--- src/rtl/lcd_char_driver.sv ---
// Write-only HD44780-style 8-bit LCD driver: takes one byte write at a time from
// the CPU's LCD register and sequences setup, EN pulse, hold and execution delay.
module lcd_char_driver #(
  parameter int unsigned T_POWERUP = 750000,
  parameter int unsigned T_SETUP   = 2,
  parameter int unsigned T_PW      = 12,
  parameter int unsigned T_HOLD    = 2,
  parameter int unsigned T_EXEC    = 2000,
  parameter int unsigned T_CLEAR   = 82000,
  parameter int unsigned CNT_W     = 20
) (
  input  logic       clk_i,
  input  logic       rst_i,
  input  logic       wr_valid_i,
  output logic       wr_ready_o,
  input  logic       wr_rs_i,
  input  logic [7:0] wr_data_i,
  input  logic       lcd_on_en_i,
  output logic       busy_o,
  output logic       lcd_on_o,
  output logic       lcd_en_o,
  output logic       lcd_rs_o,
  output logic       lcd_rw_o,
  output logic [7:0] lcd_data_o
);

  // A zero-length phase still occupies one cycle.
  function automatic int unsigned at_least_one(input int unsigned t);
    return (t == 0) ? 32'd1 : t;
  endfunction

  localparam logic [CNT_W-1:0] POWERUP_LAST = CNT_W'(at_least_one(T_POWERUP) - 1);
  localparam logic [CNT_W-1:0] SETUP_LAST   = CNT_W'(at_least_one(T_SETUP) - 1);
  localparam logic [CNT_W-1:0] PW_LAST      = CNT_W'(at_least_one(T_PW) - 1);
  localparam logic [CNT_W-1:0] HOLD_LAST    = CNT_W'(at_least_one(T_HOLD) - 1);
  localparam logic [CNT_W-1:0] EXEC_LAST    = CNT_W'(at_least_one(T_EXEC) - 1);
  localparam logic [CNT_W-1:0] CLEAR_LAST   = CNT_W'(at_least_one(T_CLEAR) - 1);

  typedef enum logic [2:0] {
    ST_POWERUP = 3'd0,
    ST_IDLE    = 3'd1,
    ST_SETUP   = 3'd2,
    ST_PULSE   = 3'd3,
    ST_HOLD    = 3'd4,
    ST_EXEC    = 3'd5
  } state_e;

  state_e           state_q, state_d;
  logic [CNT_W-1:0] cnt_q, cnt_d;
  logic             rs_q, rs_d;
  logic [7:0]       data_q, data_d;
  logic             en_q;
  logic             ready_q;
  logic             busy_q;
  logic             on_q;

  logic             accept;
  logic             long_exec;
  logic [CNT_W-1:0] exec_last;

  assign accept = wr_valid_i && ready_q;

  // Clear-display and return-home need the long execution time; data writes never do.
  assign long_exec = !rs_q && ((data_q == 8'h01) || (data_q == 8'h02) || (data_q == 8'h03));
  assign exec_last = long_exec ? CLEAR_LAST : EXEC_LAST;

  always_comb begin
    state_d = state_q;
    cnt_d   = cnt_q + CNT_W'(1);
    rs_d    = rs_q;
    data_d  = data_q;
    case (state_q)
      ST_POWERUP: begin
        if (cnt_q == POWERUP_LAST) begin
          state_d = ST_IDLE;
          cnt_d   = '0;
        end
      end
      ST_IDLE: begin
        cnt_d = '0;
        if (accept) begin
          state_d = ST_SETUP;
          rs_d    = wr_rs_i;
          data_d  = wr_data_i;
        end
      end
      ST_SETUP: begin
        if (cnt_q == SETUP_LAST) begin
          state_d = ST_PULSE;
          cnt_d   = '0;
        end
      end
      ST_PULSE: begin
        if (cnt_q == PW_LAST) begin
          state_d = ST_HOLD;
          cnt_d   = '0;
        end
      end
      ST_HOLD: begin
        if (cnt_q == HOLD_LAST) begin
          state_d = ST_EXEC;
          cnt_d   = '0;
        end
      end
      ST_EXEC: begin
        if (cnt_q == exec_last) begin
          state_d = ST_IDLE;
          cnt_d   = '0;
        end
      end
      default: begin
        state_d = ST_POWERUP;
        cnt_d   = '0;
      end
    endcase
  end

  // Output flops are loaded from the next state so they line up with state_q.
  always_ff @(posedge clk_i) begin
    if (rst_i) begin
      state_q <= ST_POWERUP;
      cnt_q   <= '0;
      rs_q    <= 1'b0;
      data_q  <= 8'h00;
      en_q    <= 1'b0;
      ready_q <= 1'b0;
      busy_q  <= 1'b1;
      on_q    <= 1'b0;
    end else begin
      state_q <= state_d;
      cnt_q   <= cnt_d;
      rs_q    <= rs_d;
      data_q  <= data_d;
      en_q    <= (state_d == ST_PULSE);
      ready_q <= (state_d == ST_IDLE);
      busy_q  <= (state_d != ST_IDLE);
      on_q    <= lcd_on_en_i;
    end
  end

  assign wr_ready_o = ready_q;
  assign busy_o     = busy_q;
  assign lcd_on_o   = on_q;
  assign lcd_en_o   = en_q;
  assign lcd_rs_o   = rs_q;
  assign lcd_rw_o   = 1'b0;
  assign lcd_data_o = data_q;

endmodule

--- config.mk ---
export PLATFORM = sky130hd
export DESIGN_NAME = lcd_char_driver
export DESIGN_NICKNAME = d
export VERILOG_FILES = /design/src/rtl/lcd_char_driver.sv
export SDC_FILE = /design/constraint.sdc
export NUM_CORES = 1
export LEC_CHECK = 0
export CAP_MARGIN = 0
export CORE_ASPECT_RATIO = 1.25
export CORE_MARGIN = 4
export CORE_UTILIZATION = 30
export DETAILED_ROUTE_END_ITERATION = 10
export DONT_BUFFER_PORTS = 1
export HOLD_SLACK_MARGIN = 0.06
export PLACE_DENSITY = 0.53
export SYNTH_ARGS = -nofsm -noshare
export SYNTH_HDL_FRONTEND = slang
export SYNTH_SLANG_ARGS = --single-unit
export TNS_END_PERCENT = 1
--- constraint.sdc ---
create_clock -name clk_i -period 2.88 [get_ports clk_i]
set_input_delay 0.288 -clock clk_i [delete_from_list [all_inputs] [get_ports clk_i]]
set_output_delay 0.288 -clock clk_i [all_outputs]
set_load 0.01 [all_outputs]
Yosys cells after proc, flatten, opt, wreduce, memory -nomap -nowiden
Index checks and enable logic that the tools add are counted.
W data, S select, Z words.

cells by class
  muxes and demuxes = 13
  reduce and logical (&&, ||, !) cells = 8
  add/sub/neg operators = 1
  equality and inequality tests = 15

operators with widths
  cell                     count
  $mux W20                 4
  $pmux W20 S4             1
  $add A20 B1 Y20 const B  1
  $eq A20 B1 Y1 const B    1
  $eq A20 B17 Y1           1
  $eq A20 B20 Y1 const B   1
  $eq A20 B4 Y1 const B    1
  $mux W3                  6
  $pmux W3 S6              1
  $mux W17                 1
  $eq A8 B2 Y1 const B     2
  $eq A3 B2 Y1 const B     3
  $eq A8 B1 Y1 const B     1
  $eq A3 B1 Y1 const B     2
  $eq A3 B3 Y1 const B     2
  $logic_not A3 Y1         1
  $ne A3 B1 Y1 const B     1
  $logic_and A1 B1 Y1      2
  $logic_or A1 B1 Y1       2
  $reduce_and A2 Y1        1
  $reduce_or A2 Y1         1
  $logic_not A1 Y1         1

word-level totals
  input bits = 13
  logic and storage cells = 45
  register bits after elaboration = 36

Depth between registers and ports, before layout
  word-level depth = 9
  mapped depth = 7
  mapped depth without buffers = 7

Least setup slack after synthesis
OpenSTA, ideal clock, no wires.

  kind = reg2reg
  start = register cnt_q[5]
  end = register cnt_q[16]
  stages on the path, launching flop included = 7
  required time = 2.732 ns
  path slack = 0.618 ns
  period minus slack after synthesis = 2.262 ns
  data arrival time = 2.114 ns
  library setup time = 0.148 ns
  cell sequence = dfxtp_1 or4_4 or4_4 o21ai_2 nor3b_4 buf_8 a211oi_2

between the ends
  cells in the longest elaborated chain, start to end = 3
  elaborated cells on any way between the ends = 10
  those cells by class = add/sub (1); eq/ne (4); mux (5)

ends and longest elaborated chain
  what                                           line  RTL
  start: declaration                             49    logic [CNT_W-1:0] cnt_q, cnt_d;
  start signal: assignment                       131   cnt_q <= cnt_d;
  $add A20 B1 Y20, or another cell as far along  69    cnt_d = cnt_q + CNT_W'(1);
  $mux W20, on equally long branches             -
  $pmux W20 S4 (*)                               72    case (state_q)

Mark *: on every way between the ends. The rest lies on a longest branch, timed or not.
A chain may end at the register's enable or synchronous reset.

Worst setup path after layout
  start = register cnt_q[5]
  end = register cnt_q[14]

Same word-level chain as after synthesis.

==> summary.md <==
| Metric | Value |
|---|---|
| Net count after synthesis | `216` |
| Hold Path Stages | `1` |
| Die height | `roughly 97 µm` |
| ANT nets after route | `0` |
| Drt via density | `5.048` |
| Tcrit/Tclk final | `between 80% and 90%` |
| Cells after Synth | `201` |
| Clock sink count | `36` |
| Final nets | `approximately 220` |
| DRC | `0` |
| Fmax | `~420 MHz` |
| Slew HR | `44.54%` |
| Clk root buf | `clkbuf_8` |
| Port Buffer Count | `0` |
| First-pass GRT wire length | `7210 µm` |
| Antenna diodes | `0` |
| Critical path data arrival time | `2.53 ns` |
| Starting Density | `between 30% and 40%` |
| Sequential area share after synthesis | `a little under two fifths` |
| Hold WC Path Type | `primary input to flop` |
| Max-capacitance violation count | `0` |
| Clk_lat worst skew | `just under 0.3 ns` |
| Power per cell area | `544.9 nW/µm²` |
| CTS tree | `done` |
| HPWL reported at the end of detailed placement | `3045 µm` |
| Tmin final | `2.367 ns` |
| Vias in the first global route | `~1500` |
| Setup crit end | `cnt_q[14]$_SDFF_PP0_` |
| Worst Setup SP | `cnt_q[5]$_SDFF_PP0_` |
| Design area | `2126 µm²` |
| Mean Syn Cell Area | `9.437 µm²` |
| Post-synth EDFFs | `0` |
| Slew @ Worst Pin | `0.8243 ns` |
| Startpoint types | `flop` |
| Endpoint type of the worst setup path | `flop` |
| Pre-Repair DR Iteration Count | `4` |
| FF-to-FF path depth | `6` |
| Clock transition at path regs | `0.08 ns` |
| Leak | `0.7677 nW` |
| Setup violators final | `0` |
| Area of the mapped netlist | `1897 µm²` |
| Setup TNS | `0 ns` |
| Core ar. | `around 6200 µm²` |
| Placed Area | `1957 µm²` |
| Maximum root-to-sink buffer count | `2` |
| Worst reg2reg path startpoint | `cnt_q[5]$_SDFF_PP0_` |
| Layout cells sized above 1 | `between 10% and 20%` |
| Max Clock Skew | `0.01028 ns` |
| Worst ir drop on vdd | `0.0002152 V` |
| Outcome | `completed` |
| Vias post-DR | `between 1000 and 1500` |
| Crit Path Category | `flop to flop` |
| Num CTS Buffers | `5` |
| Total Routed Length | `4258 µm` |
| Crit path max fanout | `17` |
| Htree depth | `2` |
| Post_cts resized | `0` |
| Ys async rst share | `0%` |
| Setup bufs post-CTS | `0` |
| Gr ovfl total | `0` |
| Full die area | `7667 µm²` |
| Avg WL per Cell | `14.73 µm` |
| Total GRT Usage | `11.86%` |
| Commonest non-fill, non-tap cell in the layout | `dfxtp_1` |
| Core Rows | `32` |
| RSZ-0062 raised after global routing | `false` |
| YS warnings | `0` |
| WP data required | `3.04 ns` |
| Final Max Slew Viols | `0` |
| GP Congestion | `0.8322` |
| Die width | `79.12 µm` |
| Yosys cell types | `53` |
| Largest net degree at the start of global routing | `20` |
| Commonest non-fill, non-tap cells in the layout | `36 x dfxtp_1, 18 x nor2_1, 11 x nand2_1, 10 x mux2i_1, 10 x nand3_1` |
| Top_reg_cell synth | `dfxtp_1` |
| Hold_buf cts | `1` |
| R2r endpoint | `cnt_q[14]$_SDFF_PP0_` |
| Synthesized flop and latch total | `36` |
| I/O pins | `27` |
| Worst R2R Setup Slack | `0.51 ns` |
| Detailed Route Iter0 Violations | `90` |
| Area grow syn2layout | `12.07%` |
| Initial antenna violation count | `0` |
| Final Hold Viols | `0` |
-- final cells by class --
| type | instances | area (µm²) |
|---|---|---|
| multi-input combinational | 149 | 1074 |
| fill | 652 | 4040 |
| timing repair buffer | 6 | 47.55 |
| sequential | 36 | 720.7 |
| inverter | 5 | 18.77 |
| tap | 85 | 106.4 |
| clock buffer | 5 | 68.82 |
| clock inverter | 3 | 90.09 |
-- metal layers --
metal	wire [µm]	global-route usage (%)	up-vias
li1	-	-	734
met1	1844	14.24	680
met2	2133	19.52	38
met3	189	3.073	7
met4	91	5.423	0
met5	0	0	-
-- metrics by stage --
step / power, mW / util [%] / worst slack (ns) / hold slack (ns) / cells
floorplan: 0.5423 / - / 0.6181 / 0.3571 / 201
global placement: 0.5454 / 31.74 / 0.5312 / 0.3590 / 280
detailed placement: 0.5456 / 31.74 / 0.5183 / 0.3617 / 280
CTS: 1.176 / 34.48 / 0.5184 / 0.1220 / 289
global route: 1.202 / 34.48 / 0.3969 / 0.1413 / 289
finish: 1.158 / 34.48 / 0.5133 / 0.1264 / 289
-- state kept, by name (all words and copies together) (netlist names) --
register,count
busy_o,1
cnt_q,20
lcd_rs_o,1
state_q,3
wr_ready_o,1
lcd_en_o,1
lcd_data_o,8
lcd_on_o,1
-- worst min-delay path by stage --
stage	slack, ns	endpoint	start
after floorplan	0.36	state_q[1]$_SDFF_PP0_	rst_i
after global placement	0.36	state_q[2]$_SDFF_PP0_	rst_i
after detailed placement	0.36	state_q[2]$_SDFF_PP0_	rst_i
after CTS	0.12	lcd_on_o$_SDFF_PP0_	lcd_on_en_i
after global routing	0.14	lcd_on_o$_SDFF_PP0_	lcd_on_en_i
final	0.13	lcd_on_o$_SDFF_PP0_	lcd_on_en_i
-- critical path, stage by stage, from the launching register on --
cell	delay, ns
dfxtp_1	0.36
or4_4	0.57
or4_4	0.55
o21ai_2	0.17
nor3b_4	0.18
buf_4	0.29
a211oi_1	0.12
-- synthesized netlist by cell type (all sizes together) (2+ instances only) --
master / count / area [µm²]
nand4: 6 / 37.54
nor4: 9 / 56.30
or4b: 2 / 20.02
nand2b: 2 / 12.51
and2: 2 / 13.77
a31oi: 3 / 25.02
a21oi: 5 / 32.53
dfxtp: 36 / 720.7
xor2: 9 / 78.83
nand3: 10 / 50.05
inv: 5 / 18.77
or4: 4 / 41.29
buf: 5 / 50.04
and4: 2 / 18.77
ha: 2 / 25.02
a211oi: 15 / 152.6
or3: 2 / 12.51
and3: 4 / 25.02
nor2: 18 / 67.56
nor3: 2 / 10.01
xnor2: 8 / 70.07
nand4b: 2 / 17.52
nor2b: 3 / 18.77
o21ai: 4 / 23.77
mux2i: 10 / 100.1
and2b: 2 / 17.52
nand2: 11 / 41.29
clkbuf: 6 / 33.77
-- cell families (layout without fill, tap and decap cells) --
kind of cell | count (synthesis) | count (layout) | share of synthesized area (%)
other | 1 | 1 | 0.1977
xor gates and xnor gates | 17 | 17 | 7.850
DFF | 36 | 36 | 37.99
adders and majority gates | 2 | 2 | 1.319
buffers and inverters | 16 | 19 | 5.408
AOI/OAI and AO/OA | 33 | 33 | 14.97
and+or+nand+nor | 86 | 86 | 26.98
muxes | 10 | 10 | 5.277
-- where the power goes --
group          total, mW  internal, mW  switching (mW)
clock              0.622         0.433           0.188
combinational     0.0292        0.0118          0.0174
sequential         0.508         0.502         0.00575
Power figures use the tool's default switching activity.
